**src/rtl/conv_layer_ctrl_pkg.sv**
```systemverilog
// Shared definitions for the convolution layer sequencer: state encoding,
// default index/tag width and pass-size helper.
package conv_layer_ctrl_pkg;

  localparam int BYTE_W = 8;

  typedef enum logic [2:0] {
    ST_IDLE,
    ST_INIT,
    ST_RUN,
    ST_DRAIN,
    ST_DONE
  } ctrl_state_t;

  function automatic int calc_total(input int out_ch, input int dim_out);
    return out_ch * dim_out * dim_out;
  endfunction

endpackage

```
**src/rtl/conv_save_delay.sv**
```systemverilog
// Stallable 1-bit shift register that tracks start-of-pixel tokens until the
// matching accumulator value is present.
module conv_save_delay #(
  parameter int DEPTH = 2
) (
  input  logic clk,
  input  logic reset_n,
  input  logic flush,
  input  logic shift,
  input  logic din,
  output logic dout,
  output logic empty
);

  logic [DEPTH-1:0] pipe_reg;

  always_ff @(posedge clk or negedge reset_n) begin
    if (!reset_n) begin
      pipe_reg <= '0;
    end else if (flush) begin
      pipe_reg <= '0;
    end else if (shift) begin
      pipe_reg[0] <= din;
      for (int i = 1; i < DEPTH; i++) begin
        pipe_reg[i] <= pipe_reg[i-1];
      end
    end
  end

  assign dout  = pipe_reg[DEPTH-1];
  assign empty = ~|pipe_reg;

endmodule

```
**src/rtl/conv_layer_ctrl.sv**
```systemverilog
// Layer-level sequencer for one convolution pass; emits one finished pixel per
// valid/ready beat. Define CONV_CTRL_PERF_EN to add cycle_cnt/stall_cnt ports.
module conv_layer_ctrl
  import conv_layer_ctrl_pkg::*;
#(
  parameter int BYTE         = BYTE_W,
  parameter int ACC_W        = 32,
  parameter int CONV_DIM_OUT = 32,
  parameter int CONV_OUT_CH  = 32,
  parameter int MAC_LATENCY  = 2
) (
  input  logic                    clk,
  input  logic                    reset_n,
  input  logic                    start,
  input  logic                    abort,
  output logic                    busy,
  output logic                    done,
  output logic                    err,
  output logic                    iter_rst,
  output logic                    iter_en,
  input  logic                    iter_save,
  input  logic                    iter_fin,
  output logic                    acc_clr,
  input  logic signed [ACC_W-1:0] acc_in,
  output logic                    out_valid,
  input  logic                    out_ready,
  output logic signed [ACC_W-1:0] out_data,
  output logic [BYTE-1:0]         out_ch,
  output logic [15:0]             out_pix
`ifdef CONV_CTRL_PERF_EN
  ,
  output logic [31:0]             cycle_cnt,
  output logic [31:0]             stall_cnt
`endif
);

  localparam int          TOTAL    = calc_total(CONV_OUT_CH, CONV_DIM_OUT);
  localparam int          CNT_W    = $clog2(TOTAL + 1) + 1;
  localparam logic [15:0] PIX_LAST = 16'(CONV_DIM_OUT * CONV_DIM_OUT - 1);

  ctrl_state_t      state_reg, state_next;
  logic             armed_reg;
  logic [CNT_W-1:0] save_cnt_reg;
  logic [15:0]      pix_cnt_reg;
  logic [BYTE-1:0]  ch_cnt_reg;

  logic stall, shift, save_in, fin_take, dl_in, dl_out, dl_empty, dl_flush;
  logic emerge, capture;

  assign stall    = out_valid & ~out_ready;
  assign busy     = (state_reg != ST_IDLE);
  assign iter_rst = (state_reg == ST_INIT);
  assign iter_en  = (state_reg == ST_RUN) & ~stall & ~abort;
  assign done     = (state_reg == ST_DONE) & (~out_valid | out_ready) & ~abort;

  // The end of the pass acts like one more start-of-pixel token so the final
  // pixel is captured MAC_LATENCY cycles after iter_fin is taken.
  assign save_in  = iter_save & iter_en;
  assign fin_take = (state_reg == ST_RUN) & iter_fin & ~stall & ~abort;
  assign dl_in    = save_in | fin_take;
  assign shift    = ((state_reg == ST_RUN) | (state_reg == ST_DRAIN)) & ~stall & ~abort;
  assign dl_flush = abort | (state_reg == ST_INIT);
  assign emerge   = dl_out & shift;
  assign capture  = emerge & armed_reg;
  assign acc_clr  = (state_reg == ST_INIT) | capture;

  conv_save_delay #(
    .DEPTH (MAC_LATENCY)
  ) u_save_delay (
    .clk     (clk),
    .reset_n (reset_n),
    .flush   (dl_flush),
    .shift   (shift),
    .din     (dl_in),
    .dout    (dl_out),
    .empty   (dl_empty)
  );

  always_comb begin
    state_next = state_reg;
    case (state_reg)
      ST_IDLE:  if (start) state_next = ST_INIT;
      ST_INIT:  state_next = ST_RUN;
      ST_RUN:   if (iter_fin && !stall) state_next = ST_DRAIN;
      ST_DRAIN: if (dl_empty) state_next = ST_DONE;
      ST_DONE:  if (!out_valid || out_ready) state_next = ST_IDLE;
      default:  state_next = ST_IDLE;
    endcase
    if (abort) state_next = ST_IDLE;
  end

  always_ff @(posedge clk or negedge reset_n) begin
    if (!reset_n) begin
      state_reg    <= ST_IDLE;
      armed_reg    <= 1'b0;
      save_cnt_reg <= '0;
      err          <= 1'b0;
      out_valid    <= 1'b0;
      out_data     <= '0;
      out_ch       <= '0;
      out_pix      <= '0;
      pix_cnt_reg  <= '0;
      ch_cnt_reg   <= '0;
    end else begin
      state_reg <= state_next;
      if (state_reg == ST_INIT) begin
        armed_reg    <= 1'b0;
        save_cnt_reg <= '0;
        err          <= 1'b0;
        pix_cnt_reg  <= '0;
        ch_cnt_reg   <= '0;
      end else begin
        if (save_in) save_cnt_reg <= save_cnt_reg + 1'b1;
        // Full pass delivers TOTAL saves (first only arms) plus the fin token.
        if (fin_take && (save_cnt_reg < CNT_W'(TOTAL))) err <= 1'b1;
        if (emerge) armed_reg <= 1'b1;
        if (capture) begin
          out_data <= acc_in;
          out_ch   <= ch_cnt_reg;
          out_pix  <= pix_cnt_reg;
          if (pix_cnt_reg == PIX_LAST) begin
            pix_cnt_reg <= '0;
            ch_cnt_reg  <= ch_cnt_reg + 1'b1;
          end else begin
            pix_cnt_reg <= pix_cnt_reg + 1'b1;
          end
        end
      end
      if (abort)          out_valid <= 1'b0;
      else if (capture)   out_valid <= 1'b1;
      else if (out_ready) out_valid <= 1'b0;
    end
  end

`ifdef CONV_CTRL_PERF_EN
  always_ff @(posedge clk or negedge reset_n) begin
    if (!reset_n) begin
      cycle_cnt <= '0;
      stall_cnt <= '0;
    end else if (state_reg == ST_INIT) begin
      cycle_cnt <= 32'd1;
      stall_cnt <= '0;
    end else begin
      if (busy && (cycle_cnt != '1)) cycle_cnt <= cycle_cnt + 1'b1;
      if ((state_reg == ST_RUN || state_reg == ST_DRAIN) && stall && (stall_cnt != '1))
        stall_cnt <= stall_cnt + 1'b1;
    end
  end
`endif

endmodule

```
**config.mk**
```make
export PLATFORM = sky130hd
export DESIGN_NAME = conv_layer_ctrl
export DESIGN_NICKNAME = d
export VERILOG_FILES = /design/src/rtl/conv_layer_ctrl_pkg.sv /design/src/rtl/conv_save_delay.sv /design/src/rtl/conv_layer_ctrl.sv
export SDC_FILE = /design/constraint.sdc
export NUM_CORES = 1
export LEC_CHECK = 0
export ABC_AREA = 0
export CORE_ASPECT_RATIO = 0.75
export CORE_UTILIZATION = 40
export CTS_BUF_LIST = sky130_fd_sc_hd__clkbuf_2
export CTS_CLUSTER_DIAMETER = 80
export DETAILED_ROUTE_END_ITERATION = 10
export MAX_ROUTING_LAYER = met4
export PLACE_DENSITY = 0.66
export SLEW_MARGIN = 5
export SYNTH_ARGS = -nofsm -noshare
export SYNTH_HDL_FRONTEND = slang
export SYNTH_SLANG_ARGS = --single-unit
export TNS_END_PERCENT = 1
```
**constraint.sdc**
```tcl
create_clock -name clk -period 3.57 [get_ports clk]
set_input_delay 0.5355 -clock clk [delete_from_list [all_inputs] [get_ports clk]]
set_output_delay 0.5355 -clock clk [all_outputs]
set_load 0.02 [all_outputs]
```
# --- Word level (Yosys, flattened, before mapping) ---
# Index checks and enable logic that the tools add are counted.
word_totals:
  register_bits: 105
op_classes:
  bitwise: 23
  n_mux: 23
  reduce_logical: 18
  n_addsub: 3
  eq_ne: 9
  magnitude_cmp: 1
ops:
  columns: ["cell", "count"]
  rows:
  - ["2-to-1 mux 16 bit", 3]
  - ["2-to-1 mux 17 bit", 2]
  - ["2-to-1 mux 8 bit", 3]
  - ["adder 17 x 1 -> 17 bit (second input constant)", 1]
  - ["less-than comparator 17 x 16 -> 1 bit (second input constant)", 1]
  - ["adder 16 x 1 -> 16 bit (second input constant)", 1]
  - ["== test 16 x 10 -> 1 bit (second input constant)", 1]
  - ["2-to-1 mux 3 bit", 5]
  - ["one-hot mux 3 bit (5 select lines)", 1]
  - ["bitwise AND 1 bit", 13]
  - ["nonzero test 2 bit", 6]
  - ["adder 8 x 1 -> 8 bit (second input constant)", 1]
  - ["2-to-1 mux 1 bit", 7]
  - ["== test 3 x 2 -> 1 bit (second input constant)", 2]
  - ["!= test 3 x 2 -> 1 bit (second input constant)", 2]
  - ["!= test 3 bit (second input constant)", 2]
  - ["nonzero test 3 bit", 2]
  - ["NOT 1 bit", 5]
  - ["OR 1 bit", 5]
  - ["2-to-1 mux 2 bit", 2]
  - ["AND reduction 2 bit", 2]
  - ["AND reduction 4 bit", 1]
  - ["== test 3 x 1 -> 1 bit (second input constant)", 1]
  - ["== test 3 bit (second input constant)", 1]
  - ["5 further kinds", 7]

# --- Longest topological paths before layout ---
depth:
  word_depth: 9
  ltp_mapped: 8

# --- Cells and area by module ---
# A second synthesis with hierarchy kept.
unflattened:
  hier_cells: 522
  area_unflattened_um2: 4657.0
by_module_without_submodules:
  columns: ["mod", "area_per_inst_um2", "cells_each", "instances"]
  rows:
  - ["conv_layer_ctrl", 4575.6, 515, 1]
  - ["conv_save_delay", 81.3, 7, 1]

# --- Worst setup path before layout ---
# Ideal clock, no wire load.
synth_path:
  path_type: "in2reg"
  start: "input abort"
  end: "register pix_cnt_reg[11]"
  path_slack_ns: 1.422
  arrival_time_ns: 2.012
  required_time_ns: 3.435
  setup_time_ns: 0.135
  stages: 7
  cell_sequence: "buf_6 > or3b_4 > or3_1 > clkbuf_1 > buf_6 > o311ai_0 > o21ai_1"
synth_between:
  elab_chain_cells: 5
synth_lines:
  columns: ["item", "line_no", "text"]
  rows:
  - ["from (decl)", "conv_layer_ctrl.sv:15", "input logic abort,"]
  - ["NOT 1 bit", "conv_layer_ctrl.sv:61", "assign shift = ((state_reg == ST_RUN) | (state_reg == ST_DRAIN)) & ~stall & ~abort;"]
  - ["bitwise AND 1 bit", "conv_layer_ctrl.sv:61", null]
  - ["bitwise AND 1 bit", "conv_layer_ctrl.sv:63", "assign emerge = dl_out & shift;"]
  - ["bitwise AND 1 bit", "conv_layer_ctrl.sv:64", "assign capture = emerge & armed_reg;"]
  - ["nonzero test 2 bit (no source line)", null, null]
  - ["to (signal assigned)", "conv_layer_ctrl.sv:125", "pix_cnt_reg <= pix_cnt_reg + 1'b1;"]
  - ["to (decl)", "conv_layer_ctrl.sv:44", "logic [15:0] pix_cnt_reg;"]
# Every way passes these cells.
# A chain may end at the register's enable or synchronous reset.

# --- Worst setup path in the final report ---
layout_path:
  start: "register state_reg[0]"
  end: "output acc_clr"
layout_between:
  elab_chain_cells: 7
  elab_cells_between_ends: 9
layout_lines:
  columns: ["item", "line_no", "text"]
  rows:
  - ["from (decl)", "conv_layer_ctrl.sv:41", "ctrl_state_t state_reg, state_next;"]
  - ["from (signal assigned)", "conv_layer_ctrl.sv:105", "state_reg <= state_next;"]
  - ["== test 3 x 2 -> 1 bit", "conv_layer_ctrl.sv:61", null]
  - ["OR 1 bit", "conv_layer_ctrl.sv:61", null]
  - ["bitwise AND 1 bit (2 in a row)", "conv_layer_ctrl.sv:61", null]
  - ["bitwise AND 1 bit", "conv_layer_ctrl.sv:63", null]
  - ["bitwise AND 1 bit", "conv_layer_ctrl.sv:64", null]
  - ["OR 1 bit *", "conv_layer_ctrl.sv:65", "assign acc_clr = (state_reg == ST_INIT) | capture;"]
  - ["to (decl)", "conv_layer_ctrl.sv:23", "output logic acc_clr,"]
# Every way passes the cells marked *; elsewhere a longest branch is shown, timed or not.

==> impl_results.md <==
- Multiplexer area fraction after synthesis: 0.429%
- Setup Skew: 0.0250 ns
- Hold path depth: 3
- Leakage: ~2.8 nW
- Post-CTS Setup Inserts: 0
- GRT met2 Usage: between 20% and 30%
- Status: finished, final reports clean
- Final hold vios: 0
- Initial Utilization: 41.9%
- Largest net degree at the start of global routing: 72
- IO buf count: between 100 and 150
- Crit path cell chain: inv_1 -> or3_4 -> clkinv_1 -> nor2_1 -> inv_1 -> clkdlybuf4s50_1
- Iteration-0 DRC Markers: 191
- Clock latency on the worst-skew pair: 0.58 ns
- Internal cell power: ~1.4 mW
- Max incr delay on CP: between 0.6 and 0.7 ns
- Compound-Gate Fraction of Synth Area: under 10%
- Routability cong.: about 0.86
- Post-detail-place hpwl: between 7000 and 8000 µm
- Via count: roughly 3900
- Crit-path slowest cell: clkdlybuf4s50_1
- Main combinational cell family by area after synthesis: simple AND/OR/NAND/NOR gates
- Async SR Flop Fraction: 100%
- Endpoints failing setup: 0
- Placed insts: 743
- Total GRT Usage: 19.9%
- Final period util: 89.0%
- # IOs: between 100 and 150
- FF-to-FF Start: state_reg[2]$_DFFE_PN0P_
- Number of synthesized flops with an enable pin: 0
- Worst Path Required: 3.03 ns
- WL/cell: 14.2 µm
- Critical path fanouts, max: 12
- GR peak layer: met2
- Fmax: 315 MHz
- RSZ-0062 raised after global routing: no
- Total Wirelength: about 11000 µm
- Die Ht: 95.6 µm
- Clock Sinks: roughly 110
- Critical path class: reg -> out
- Rows: 33
- Slew margin rel.: 52.6%
- Initial antenna violation count: 0
- PwrDens: 328 mW/mm²
- GR Overflow Total: 0
- Root Buffer Master: clkbuf_2
- Worst Path Buf+Inv: 4
- Ys flop type: dfrtp_1
- Synth warn: 0
- TritonCTS clock tree: done
- Area of the mapped netlist: between 0.004 and 0.005 mm²
- Hold path start: acc_in[23]
- Setup TNS: 0 ns
- Hold Path Class: in -> reg
- Sw power: 0.499 mW
- DRC: 0
- Final WS setup: 0.392 ns
- Diodes inserted: 0
- Crit. Startpoint: state_reg[0]$_DFFE_PN0P_
- Post-synth net total: 563
- Most used cell, CP: inv_1
- Switching part of the total: around 26%
- Drt first pass iters: 4
- Routed Antenna Nets: 0
- Sequential fraction of the synthesis area: 56.3%
- Post-layout nets: 657
- Commonest non-fill, non-tap cell in the layout: nand2_1
- Worst Max-Slew Pin Slew: roughly 0.7 ns
- CP top delay family: buffers and inverters
- Max-Cap Viols: 0
- Xor and xnor fraction of the mapped netlist area: 3.38%
- Yosys cell types: between 40 and 50
- Critical path endpoint category: primary output
- Max VDD drop: 193 µV
- Final min period: roughly 3.2 ns
- Crit start category: flip-flop
- Non-filler cells, final: 760
- Synth Register Bits: 105
- Clock slew at reported path FFs: around 0.28 ns
- Bufs on Longest Clock Path: 2
- CORE AREA: around 0.011 mm²
- Most frequent cells in the layout: nand2_1, dfrtp_1, clkdlybuf4s50_1
- DP Worst Slack: approximately 0.58 ns
- GR Util met1: 27.4%
- Met3 GRT Util: 4.55%
- Clock group share of total power: 27.9%
- Crit. path cell count: 6
- Reg2Reg Depth: 6
- Layout cells sized above 1: about 5%
- Vias in the first global route: 3753
- Post-synthesis adder-cell area fraction: less than 1%
- Cts bufs inserted: 9
- First-pass GRT wire length: 18200 µm
- Max reg flops: 32
- Part of the power in registers: 62.7%
- Synthesized instance count: 521
- Critical Path AT: 2.64 ns
- Slew Viols, Final: 0
- Syn avg cell area: 8.96 µm²
- Area growth syn-to-layout: 26.6%
- H-tree levels: 3
- Via-to-Cell Ratio: 5.11
- Die width: approximately 130 µm
- Post-synthesis simple-gate area fraction: between 20 and 30%
- Gate power share: 9.4%
- Die ar.: 0.0121 mm²
==> per-layer routing <==
metal	wire length [µm]	vias to the layer above
li1	-	1920
met1	5430	1843
met2	4700	109
met3	561	8
met4	81	0
met5	0	-
==> power by group through the flow <==
stage               Clock [mW]  Sequential, mW  Combinational [mW]
floorplan                    0            1.23              0.0764
global placement             0            1.23               0.179
detailed placement           0            1.23               0.183
CTS                      0.571            1.22               0.185
global route             0.620            1.22               0.203
finish                   0.541            1.22               0.183
==> repair_timing <==
| item | in CTS | in global routing |
|---|---|---|
| resized for setup | 0 | 1 |
| endpoints found under the hold margin | 44 | 0 |
| hold buffers | 1 | 0 |
| endpoints found under the setup margin | 0 | 1 |
==> layout make-up <==
| cell class | count | area, µm² |
|---|---|---|
| inverters | 7 | 26.3 |
| clock inverters | 6 | 58.8 |
| clock buffers | 10 | 50.0 |
| flip-flops and latches | 105 | 2630 |
| multi-input cells | 383 | 1900 |
| repair buffers | 109 | 1070 |
| fillers | 1049 | 5240 |
| well taps | 140 | 175 |
==> stage by stage <==
| step | total power, mW | hold WS [ns] | cell area (µm²) | utilization [%] |
|---|---|---|---|---|
| floorplan | 1.31 | 0.240 | 4670 | - |
| global placement | 1.41 | 0.458 | 5790 | 51.9 |
| detailed placement | 1.42 | 0.462 | 5790 | 51.9 |
| CTS | 1.97 | 0.403 | 5910 | 53.0 |
| global route | 2.04 | 0.376 | 5910 | 53.0 |
| finish | 1.94 | 0.441 | 5910 | 53.0 |
==> worst reg2reg max path, stage by stage, from the launching register on <==
cell and delay [ns]:
dfrtp_1 0.54, or3b_4 0.45, nor3_4 0.13, buf_4 0.59, nand2_1 0.19, or4_1 0.44
a21oi_1 0.15
==> cells in the mapped netlist (2+ instances only) <==
cell type | number | area share (%)
nand2_1 | 194 | 16
dfrtp_1 | 105 | 56
nor2_1 | 38 | 3.1
nand3_1 | 22 | 2.4
clkbuf_1 | 16 | 1.3
o21ai_0 | 16 | 1.7
a21oi_1 | 14 | 1.5
nand4_1 | 11 | 1.5
xnor2_1 | 9 | 1.7
xor2_1 | 9 | 1.7
nor3_1 | 8 | 0.86
inv_1 | 6 | 0.48
nor4_1 | 6 | 0.80
a31oi_1 | 5 | 0.67
and3_1 | 5 | 0.67
or3_1 | 5 | 0.67
and4_1 | 4 | 0.75
buf_1 | 4 | 0.32
o31ai_1 | 4 | 0.64
buf_2 | 3 | 0.32
ha_1 | 3 | 0.80
nand2b_1 | 3 | 0.40
o211ai_1 | 3 | 0.48
or4_1 | 3 | 0.48
buf_6 | 2 | 0.48
mux2i_1 | 2 | 0.43
nand3b_1 | 2 | 0.32
o21ai_1 | 2 | 0.21
==> worst paths after layout <==
path | slack (ns) | endpoint
max in group asynchronous | 2.25 | save_cnt_reg[11]$_DFFE_PN0P_
min reg2reg | 0.51 | out_pix[12]$_DFFE_PN0P_
max | 0.39 | acc_clr
min in group asynchronous | 0.46 | out_data[27]$_DFFE_PN0P_
max reg2reg | 1.03 | pix_cnt_reg[10]$_DFFE_PN0P_
min | 0.44 | out_data[23]$_DFFE_PN0P_
==> logic make-up (layout without fill, tap and decap cells) <==
kind of cell	count (synthesis)	in the layout
xor+xnor	18	18
mux	2	2
buf+inv	33	132
compound gates	48	48
flops	105	105
simple gates	312	312
fa+ha+maj	3	3
Note: power is estimated with default switching activity, not from simulation.
